### config.mk
export PLATFORM = sky130hd
export DESIGN_NAME = sb_prefetch_ctrl
export DESIGN_NICKNAME = d
export VERILOG_FILES = /design/src/rtl/sb_prefetch_ctrl_pkg.sv /design/src/rtl/sb_perf_cnt.sv /design/src/rtl/sb_prefetch_ctrl.sv
export SDC_FILE = /design/constraint.sdc
export NUM_CORES = 1
export LEC_CHECK = 0
export CORE_AREA = 2 2 238 240
export DETAILED_ROUTE_END_ITERATION = 10
export DIE_AREA = 0 0 240 242
export GPL_ROUTABILITY_DRIVEN = 0
export GPL_TIMING_DRIVEN = 0
export SYNTH_ARGS = -nofsm -noshare
export SYNTH_HDL_FRONTEND = slang
export SYNTH_HIERARCHICAL = 1
export SYNTH_SLANG_ARGS = --single-unit
### constraint.sdc
create_clock -name clk -period 3.27 [get_ports clk]
set_clock_uncertainty 0.2 [all_clocks]
set_input_delay 0.654 -clock clk [delete_from_list [all_inputs] [get_ports clk]]
set_output_delay 0.654 -clock clk [all_outputs]
set_load 0.01 [all_outputs]
### src/rtl/sb_prefetch_ctrl_pkg.sv
// Shared types for the stream-buffer prefetch controller: FSM state encoding,
// physical address type and the line-label width helper derived from it.
package sb_prefetch_ctrl_pkg;

    localparam int PHYS_WIDTH     = 32;
    localparam int SB_LINE_WIDTH  = 256;
    localparam int PERF_CNT_WIDTH = 32;

    typedef logic [PHYS_WIDTH-1:0] phys_t;

    // A label is the physical address with the byte-within-line offset removed.
    function automatic int sb_label_width(input int line_width);
        return $bits(phys_t) - $clog2(line_width / 8);
    endfunction

    localparam int SB_LABEL_WIDTH = sb_label_width(SB_LINE_WIDTH);

    typedef logic [SB_LABEL_WIDTH-1:0] sb_label_t;

    typedef enum logic [2:0] {
        SBC_IDLE,
        SBC_DRAIN,
        SBC_DISSUE,
        SBC_DWAIT,
        SBC_RESP,
        SBC_PISSUE
    } sbc_state_t;

endpackage

### src/rtl/sb_perf_cnt.sv
// Three saturating event counters (hit, miss, drain) for the prefetch controller.
module sb_perf_cnt
    import sb_prefetch_ctrl_pkg::*;
(
    input  logic                      clk,
    input  logic                      rst_n,
    input  logic                      hit_inc,
    input  logic                      miss_inc,
    input  logic                      drain_inc,
    output logic [PERF_CNT_WIDTH-1:0] hit_cnt,
    output logic [PERF_CNT_WIDTH-1:0] miss_cnt,
    output logic [PERF_CNT_WIDTH-1:0] drain_cnt
);

    // Each counter sticks at all-ones instead of wrapping.
    always_ff @(posedge clk or negedge rst_n) begin
        if (!rst_n) begin
            hit_cnt   <= '0;
            miss_cnt  <= '0;
            drain_cnt <= '0;
        end else begin
            if (hit_inc && (hit_cnt != '1))
                hit_cnt <= hit_cnt + 1'b1;
            if (miss_inc && (miss_cnt != '1))
                miss_cnt <= miss_cnt + 1'b1;
            if (drain_inc && (drain_cnt != '1))
                drain_cnt <= drain_cnt + 1'b1;
        end
    end

endmodule

### src/rtl/sb_prefetch_ctrl.sv
// Miss-path sequencer for one stream buffer: serves hits, demand-fetches misses
// and issues a next-line prefetch. Define SB_PERF_CNT_EN to add perf counters.
module sb_prefetch_ctrl
    import sb_prefetch_ctrl_pkg::*;
#(
    parameter int LINE_WIDTH    = SB_LINE_WIDTH,
    parameter int LABEL_WIDTH   = sb_label_width(SB_LINE_WIDTH),
    parameter bit PREFETCH_NEXT = 1'b1
) (
    input  logic                      clk,
    input  logic                      rst_n,
    input  logic                      miss_req,
    input  logic [LABEL_WIDTH-1:0]    miss_label,
    output logic                      resp_vld,
    output logic                      resp_hit,
    output logic [LINE_WIDTH-1:0]     resp_data,
    output logic [LABEL_WIDTH-1:0]    sb_label,
    output logic                      sb_label_rdy,
    input  logic [LABEL_WIDTH-1:0]    sb_label_o,
    input  logic [LINE_WIDTH-1:0]     sb_data,
    input  logic                      sb_data_vld,
`ifdef SB_PERF_CNT_EN
    output logic [PERF_CNT_WIDTH-1:0] perf_hit_cnt,
    output logic [PERF_CNT_WIDTH-1:0] perf_miss_cnt,
    output logic [PERF_CNT_WIDTH-1:0] perf_drain_cnt,
`endif
    output sbc_state_t                state_dbg
);

    // Handshake: sb_label_rdy is a single-cycle start pulse, only raised while
    // no fetch is outstanding; the buffer answers by raising sb_data_vld, which
    // is not trusted in the cycle right after the pulse (stale line still shown).

    sbc_state_t state_q, state_d;

    logic                   busy_q;
    logic                   guard_q;
    logic                   hit_q;
    logic [LABEL_WIDTH-1:0] req_label_q;
    logic [LABEL_WIDTH-1:0] inflight_label_q;
    logic [LINE_WIDTH-1:0]  data_q;

    logic                   data_ok;
    logic                   issue;
    logic [LABEL_WIDTH-1:0] issue_label;
    logic                   accept;
    logic                   latch_en;
    logic                   latch_hit;

    assign data_ok = sb_data_vld && !guard_q;

    always_comb begin
        state_d     = state_q;
        issue       = 1'b0;
        issue_label = '0;
        accept      = 1'b0;
        latch_en    = 1'b0;
        latch_hit   = 1'b0;
        unique case (state_q)
            SBC_IDLE: begin
                if (miss_req) begin
                    accept = 1'b1;
                    if (!busy_q && sb_data_vld && (sb_label_o == miss_label)) begin
                        state_d   = SBC_RESP;
                        latch_en  = 1'b1;
                        latch_hit = 1'b1;
                    end else if (busy_q && (inflight_label_q == miss_label)) begin
                        state_d = SBC_DWAIT;
                    end else if (busy_q) begin
                        state_d = SBC_DRAIN;
                    end else begin
                        state_d = SBC_DISSUE;
                    end
                end
            end
            // An unwanted prefetch cannot be aborted; let it land first.
            SBC_DRAIN: begin
                if (data_ok)
                    state_d = SBC_DISSUE;
            end
            SBC_DISSUE: begin
                issue       = 1'b1;
                issue_label = req_label_q;
                state_d     = SBC_DWAIT;
            end
            SBC_DWAIT: begin
                if (data_ok) begin
                    latch_en = 1'b1;
                    state_d  = SBC_RESP;
                end
            end
            SBC_RESP: begin
                state_d = PREFETCH_NEXT ? SBC_PISSUE : SBC_IDLE;
            end
            SBC_PISSUE: begin
                issue       = 1'b1;
                issue_label = req_label_q + 1'b1;
                state_d     = SBC_IDLE;
            end
            default: state_d = SBC_IDLE;
        endcase
    end

    always_ff @(posedge clk or negedge rst_n) begin
        if (!rst_n) begin
            state_q          <= SBC_IDLE;
            busy_q           <= 1'b0;
            guard_q          <= 1'b0;
            hit_q            <= 1'b0;
            req_label_q      <= '0;
            inflight_label_q <= '0;
            data_q           <= '0;
        end else begin
            state_q <= state_d;
            guard_q <= issue;
            if (issue) begin
                busy_q           <= 1'b1;
                inflight_label_q <= issue_label;
            end else if (data_ok) begin
                busy_q <= 1'b0;
            end
            if (accept)
                req_label_q <= miss_label;
            if (latch_en) begin
                data_q <= sb_data;
                hit_q  <= latch_hit;
            end
        end
    end

    assign resp_vld     = (state_q == SBC_RESP);
    assign resp_hit     = resp_vld && hit_q;
    assign resp_data    = data_q;
    assign sb_label     = issue_label;
    assign sb_label_rdy = issue;
    assign state_dbg    = state_q;

`ifdef SB_PERF_CNT_EN
    logic drain_entry;
    assign drain_entry = (state_q == SBC_IDLE) && (state_d == SBC_DRAIN);

    sb_perf_cnt u_perf_cnt (
        .clk       (clk),
        .rst_n     (rst_n),
        .hit_inc   (resp_vld && hit_q),
        .miss_inc  (resp_vld && !hit_q),
        .drain_inc (drain_entry),
        .hit_cnt   (perf_hit_cnt),
        .miss_cnt  (perf_miss_cnt),
        .drain_cnt (perf_drain_cnt)
    );
`endif

    // The cache must hold its request steady until the response arrives.
    miss_held_a: assert property (@(posedge clk) disable iff (!rst_n)
        (state_q inside {SBC_DRAIN, SBC_DISSUE, SBC_DWAIT})
            |-> (miss_req && (miss_label == req_label_q)));

endmodule

### Yosys cells after proc, flatten, opt, wreduce, memory -nomap -nowiden

Index checks and enable logic that the tools add are counted.

* eq/ne operators: 10
* reductions and logical operators: 11
* mux-type cells: 18
* add/subtract/negate cells: 1

Operators by type and width (count)
* $eq A27 B27 Y1: 2
* $pmux W27 S2: 1
* $add A27 B1 Y27 const B: 1
* $pmux W3 S5: 1
* $mux W3: 4
* $mux W1: 9
* $eq A3 B2 Y1 const B: 2
* $eq A3 B3 Y1 const B: 2
* $ne A2 B2 Y1 const B: 3
* $logic_and A1 B1 Y1: 5
* $mux W2: 2
* $eq A3 B1 Y1 const B: 1
* $logic_not A3 Y1: 1
* $reduce_and A3 Y1: 1
* $logic_not A1 Y1: 2
* $pmux W1 S2: 1
* $reduce_bool A2 Y1: 1
* $reduce_or A2 Y1: 1

* output and inout bits: 289
* input bits: 314
* register bits after elaboration: 316
* word-level logic and storage cells: 47

### Longest topological paths before layout

Gate-level depths: netlist of run 1.

* depth in word-level cells: 6
* depth in mapped cells: 8

### Worst setup path after synthesis of run 1

Ideal clock, no wire load.

* path type: input-to-reg
* start point: input port sb_label_o[13]
* end point: register data_q[215], in the netlist resp_data[215]
* path buffers: 2
* stages on the path: 8
* path slack: 0.613 ns
* required time: 2.945 ns
* arrival time: 2.332 ns
* path through: xor2_1 > nor4_1 > nand4_1 > or2_4 > o21ai_4 > buf_6 > buf_12 > mux2_2

* word-level cells in the longest chain between the ends: 5

Ends and longest elaborated chain
* start: declaration: RTL line sb_prefetch_ctrl.sv:19 `input logic [LABEL_WIDTH-1:0] sb_label_o,`
* $eq A27 B27 Y1: RTL line sb_prefetch_ctrl.sv:63 `if (!busy_q && sb_data_vld && (sb_label_o == miss_label)) begin`
* $logic_and A1 B1 Y1: RTL line sb_prefetch_ctrl.sv:63
* $mux W1: RTL line sb_prefetch_ctrl.sv:63
* $mux W1: RTL line sb_prefetch_ctrl.sv:61 `if (miss_req) begin`
* $pmux W1 S2: RTL line sb_prefetch_ctrl.sv:59 `unique case (state_q)`
* end signal: assignment: RTL line sb_prefetch_ctrl.sv:125 `data_q <= sb_data;`
* end: declaration: RTL line sb_prefetch_ctrl.sv:41 `logic [LINE_WIDTH-1:0] data_q;`

No other way between the ends.
A chain may end at the register's enable or synchronous reset.

### Final worst setup path of run 1

* start point: register req_label_q[0]
* end point: output port sb_label[15]

* word-level cells in the longest chain between the ends: 2

Ends and longest elaborated chain
* start: declaration: RTL line sb_prefetch_ctrl.sv:39 `logic [LABEL_WIDTH-1:0] req_label_q;`
* start signal: assignment: RTL line sb_prefetch_ctrl.sv:123 `req_label_q <= miss_label;`
* $add A27 B1 Y27: RTL line sb_prefetch_ctrl.sv:97 `issue_label = req_label_q + 1'b1;`
* $pmux W27 S2: RTL line sb_prefetch_ctrl.sv:59
* end: declaration: RTL line sb_prefetch_ctrl.sv:17 `output logic [LABEL_WIDTH-1:0] sb_label,`

No other way between the ends.

==> results.toml, run 1 <==
[yosys]
yosys.area.top_type = "dfrtp_1"
synth.most_common_cell = "dfrtp_1"
synth_cells = 969
synth_area_um2 = 13500
synth_seq_cells = 316
synth_ff_type = "dfrtp_1"
synth-async-reset-ratio = 1.00
synth_cell_types = 41
synth_edf_count = 0
ys_seq_area_frac = 0.586
yosys.area.top_type_share = 0.586
yosys_warnings = 6
synth_nets = 1284
synthTopCellsByCount = "dfrtp_1, mux2_2, nand2_1, xor2_1, o21ai_0"
synthTopCellsByArea = "dfrtp_1, mux2_2, buf_12"
avgSynthCellArea_um2 = 13.9

[clock_tree]
clk_path_buf_depth = 3
cts_sinks = 316
cts_tree = "yes"
cts_root_buf = "clkbuf_16"
h-tree-depth = 2
cts_buffers = 40
clk_latency_ns = 0.54
cts.clk_slew.worst_paths_ns = 0.06

[grt]
grt_overflow = 0
grt_max_degree = 112
first_global_vias = 11000
track_usage = 0.167
grt_pass1_wl_mm = 72.2
antenna_found_initial = 18

[setup_path]
crit_start = "req_label_q[0]"
reg2reg_depth = 8
worstReg2RegStart = "state_dbg[0]"
worstSetupPathDepth = 7
crit_chain = "buf_4, nand3_4, nor4_4, buf_4, nand4_1, o31ai_2, clkbuf_2"
rrSetupSlack_ns = 0.52
start_kind = "register"
cpPeakStageDelay_ns = 0.39
r2r_end = "resp_data[104]"
cp_top_family = "simple AND/OR/NAND/NOR gates"
crit_fanout = 5
crit_slowest_cell = "dfrtp_2"
crit_end = "sb_label[15]"
worst-setup-path-type = "register to primary output"
cpMostUsedCell = "buf_4"
cp.arrival_ns = 2.38
cp-end-kind = "primary output"
cp_num_buf_inv = 3
cp_data_required_time_ns = 2.42

[detailed_routing]
drc = 0
wirelength_mm = 49.8
firstDrtPassIters = 6
drt_iter0_markers = 428
vias = 10500
routedWlPerCell_um = 20.6
vias_per_cell = 4.35
drtAntennaViolNets = 0

[final_layout]
multi_input_area_um2 = 5250
fin_nets = 1947
area_delta_synth_final_pct = 66.0
fillers = 5310
drive_above_1_share = 0.272
register_area_um2 = 7930

[sta]
clock.fmax_ghz = 0.309
min_period_over_period = 0.990
worstMarginPinSlew_ns = 0.798
maxSlewViolCount = 0
fin_setup_tns_ns = 0
final-hold-violation-count = 0
relSlewSlack = 0.468
setup_viol = 0
timing.final.ws_setup_ns = 0.0318
post-route-min-period_ns = 3.24
rsz0062_at_grt = "true"

[floorplan]
boundaryPins = 603
coreArea_um2 = 55700
rows = 87
die_x_um = 240
die_h_um = 242
die_area_um2 = 58100
start_util = 0.242

[placement]
dp.final_hpwl_mm = 39.3
post-place-ws_ns = -1.13
portBuffers = 602

[job]
cap_violations = 0

[outcome]
outcome = "finished, final reports clean"

[pwr]
finalPower_w = 0.0216
power_per_cell_area_nw_per_um2 = 963
peakVddDrop_mv = 0.473
leakagePower_nw = 9.41

[hold_path]
hp-class = "primary input to register"
[final cells by class]
cell class,instances,share of cell area
sequential,316,0.354
timing repair buffer,624,0.276
multi-input combinational,599,0.234
clock buffer,58,0.0535
tap,756,0.0422
buffer,45,0.0300
clock inverter,13,0.00805
inverter,6,0.00101
antenna,6,0.000671
[registers in the layout, summed over array words and instances, names as in the netlist]
register          cells
inflight_label_q     27
guard_q               1
state_dbg             3
busy_q                1
req_label_q          27
resp_data           256
hit_q                 1
[power breakdown]
group	internal [W]	switching (W)	leakage (nW)
sequential	0.00590	0.00123	3.78
combinational	0.00586	0.00403	4.95
clock	0.00279	0.00175	0.679
[how the worst min path moves through the flow]
stage               cells after the start              to     startpoint
floorplan                               0          busy_q          rst_n
global placement                        2           hit_q          hit_q
detailed placement                      1   resp_data[36]  resp_data[36]
CTS                                     1   resp_data[36]  resp_data[36]
global route                            3  req_label_q[8]  miss_label[8]
finish                                  3  req_label_q[8]  miss_label[8]
[layout by cell type, fill, tap and decap left out, types with 16 or more instances in the layout]
cell / instances
mux2_4: 20
o21ai_0: 18
clkbuf_16: 40
mux2_2: 234
nand2_1: 103
buf_12: 27
clkbuf_8: 17
a21o_1: 27
dfrtp_1: 302
o21ai_1: 16
buf_4: 19
clkdlybuf4s50_1: 573
xor2_1: 54
[metrics by stage]
step	instance area [um2]	hold slack, ns	util	instances
final	22400	0.248	0.402	2423
after global routing	22400	0.246	0.402	2422
after floorplan	13500	0.158	-	969
after global placement	20500	0.267	0.367	2327
after detailed placement	20500	0.276	0.368	2329
after CTS	22300	0.289	0.401	2412
[worst reg2reg max path, delay by kind of cell (launching register included)]
family / cells / cell delay [ns]
DFF: 1 / 0.39
and+or+nand+nor: 2 / 0.70
buffers and inverters: 4 / 0.74
AOI/OAI and AO/OA: 1 / 0.26
muxes: 1 / 0.35
[routing by layer]
layer,vias up,track usage,share of wire
li1,4766,-,-
met1,5236,0.179,0.36
met2,441,0.303,0.51
met3,101,0.0522,0.081
met4,2,0.0638,0.041
met5,-,0,0.00026
[what timing repair did]
| item | 4_1_cts | 5_1_grt |
|---|---|---|
| hold endpoints to repair | 100 | 0 |
| setup buffers | 13 | 5 |
| cloned | 0 | 1 |
| resized for setup | 145 | 38 |
| pin swaps | 7 | 13 |
| hold buffers | 1 | 0 |
| endpoints found under the setup margin | 284 | 32 |
[logic make-up after synthesis]
logic type               share of synthesized area
adder cells (fa/ha/maj)                   0.000928
buffers and inverters                       0.0473
AO/OA/AOI/OAI                               0.0504
XOR/XNOR                                    0.0351
multiplexers                                 0.219
flip-flops                                   0.586
AND/OR/NAND/NOR                             0.0605
(Power assumes the default switching activity.)
==> run 2: changes to the inputs <==
--- a/config.mk
+++ b/config.mk
@@ -5,11 +5,13 @@
 export SDC_FILE = /design/constraint.sdc
 export NUM_CORES = 1
 export LEC_CHECK = 0
+export CAP_MARGIN = 10
 export CORE_AREA = 2 2 238 240
 export DETAILED_ROUTE_END_ITERATION = 10
 export DIE_AREA = 0 0 240 242
 export GPL_ROUTABILITY_DRIVEN = 0
 export GPL_TIMING_DRIVEN = 0
+export SLEW_MARGIN = 20
 export SYNTH_ARGS = -nofsm -noshare
 export SYNTH_HDL_FRONTEND = slang
 export SYNTH_HIERARCHICAL = 1
==> run 2 against run 1 <==
Net effect: worst setup slack better by 0.060 ns; combinational power is 0.5% higher; first-iteration DRC count is 15% higher; clock-buffer cell count is 2 lower; sequential cell count stayed put; cell count is 0.12% higher; wire length is 0.47% higher; sequential share of layout area is 0.079 points higher; power is 1.2% lower; via count is 1.1% higher.
==> results.toml, run 2 (synthesis results as in run 1) <==
[floorplan]
boundaryPins = 603
rows = 87
die_area_um2 = 58100
die_x_um = 240
coreArea_um2 = 55700
start_util = 0.242
die_h_um = 242

[detailed_routing]
drt_iter0_markers = 493
routed-wl-met2_mm = 26.2
wl_met1_mm = 18.6
drc = 0
wirelength_mm = 50.1
top_layer = "met5"
firstDrtPassIters = 5
drtAntennaViolNets = 0
routedWlPerCell_um = 20.6
dr_wl_met3_mm = 3.73
vias_per_cell = 4.39
vias = 10700

[sta]
worstMarginPinSlew_ns = 0.708
setup_viol = 0
clock.fmax_ghz = 0.315
timing.final.ws_setup_ns = 0.0916
final-hold-violation-count = 0
relSlewSlack = 0.526
maxSlewViolCount = 0
min_period_over_period = 0.972
post-route-min-period_ns = 3.18

[setup_path]
cp-end-kind = "primary output"
r2r_end = "resp_data[100]"
worst-setup-path-type = "register to primary output"
crit_chain = "ha_4, nand3_4, nor4_4, clkbuf_8, buf_6, nand2_2, o31ai_4, buf_2"
cpPeakStageDelay_ns = 0.39
cp_data_required_time_ns = 2.42
cp.arrival_ns = 2.32
crit_slowest_cell = "dfrtp_2"
crit_fanout = 7
rrSetupSlack_ns = 0.50
crit_start = "req_label_q[1]"
reg2reg_depth = 8
worstReg2RegStart = "state_dbg[1]"
start_kind = "register"

[placement]
post-place-ws_ns = -1.16
portBuffers = 602
dp.final_hpwl_mm = 39.3

[pwr]
power_per_cell_area_nw_per_um2 = 953
pwr-share-seq = 0.336
switching_share = 0.330
peakVddDrop_mv = 0.479
pwr-share-comb = 0.467
clock_power_share = 0.197
leakagePower_nw = 9.38
intPower_w = 0.0143
p_sw_w = 0.00703

[final_layout]
final_core_util = 0.401
drive_above_1_share = 0.277
final_common_cell = "clkdlybuf4s50_1"
final_cell_mix = "clkdlybuf4s50_1, dfrtp_1, mux2_2, nand2_1, xor2_1"
largest_reg_flops = 256
fin_nets = 1955
area_delta_synth_final_pct = 65.7

[grt]
first_global_vias = 11000
track_usage = 0.168
antenna_found_initial = 19
grt_overflow = 0
grt_pass1_wl_mm = 72.8
grt_max_degree = 93

[clock_tree]
cts_sinks = 316
cts_root_buf = "clkbuf_16"
h-tree-depth = 2
cts_tree = "yes"
cts.clk_slew.worst_paths_ns = 0.06
cts_buffers = 40
clk_latency_ns = 0.54
clk_path_buf_depth = 3

[hold_path]
hp-class = "register to register"
hold_depth = 2
hp-start = "hit_q"
hold_path_end = "hit_q"

[outcome]
outcome = "finished, final reports clean"

[job]
cap_violations = 0
## run 2: final cells by class
class	instances	area, um2
tap	756	946
clock buffer	56	1120
inverter	6	22.5
timing repair buffer	633	6260
multi-input combinational	599	5290
sequential	316	7930
clock inverter	13	109
antenna	3	7.51
buffer	44	661
fill	5286	33400
## run 2: timing repair
action,CTS,global route
hold buffers,1,0
endpoints found under the setup margin,284,192
hold endpoints to repair,61,0
resized for setup,142,62
pin swaps,6,12
setup buffers,19,8
## run 2: per-layer routing
metal	up-vias	track usage
met5	-	0
met4	2	0.0486
met3	110	0.0447
met2	472	0.312
met1	5300	0.185
li1	4773	-
## run 2: power by group through the flow
stage	sequential [W]	clock, W	combinational (W)
6_report	0.00714	0.00420	0.00994
5_1_grt	0.00740	0.00452	0.0106
2_1_floorplan	0.00772	0	0.00369
4_1_cts	0.00714	0.00435	0.0100
3_5_place_dp	0.00713	0	0.00976
3_3_place_gp	0.00707	0	0.00964
## run 2: worst max-delay path, delay by kind of cell (launching register included)
kind / cells / cell delay [ns]
buf+inv: 3 / 0.50
compound gates: 1 / 0.29
fa+ha+maj: 1 / 0.15
simple gates: 3 / 0.45
flops: 1 / 0.39
## run 2: stage by stage
| step | instances | power, W | instance area [um2] | hold WS (ns) | setup TNS [ns] |
|---|---|---|---|---|---|
| after CTS | 2417 | 0.0215 | 22200 | 0.290 | 0 |
| after global routing | 2426 | 0.0225 | 22300 | 0.311 | -0.00739 |
| after global placement | 2327 | 0.0167 | 20500 | 0.267 | -4287.34 |
| after detailed placement | 2330 | 0.0169 | 20500 | 0.278 | -291.49 |
| after floorplan | 969 | 0.0114 | 13500 | 0.158 | 0 |
| final | 2426 | 0.0213 | 22300 | 0.285 | 0 |
## run 2: worst max-delay path by stage
| stage | to | cells after the start |
|---|---|---|
| 6_report | sb_label[22] | 8 |
| 3_5_place_dp | resp_data[99] | 9 |
| 3_3_place_gp | inflight_label_q[22] | 1 |
| 4_1_cts | sb_label[22] | 8 |
| 5_1_grt | sb_label[22] | 8 |
| 2_1_floorplan | resp_data[215] | 8 |
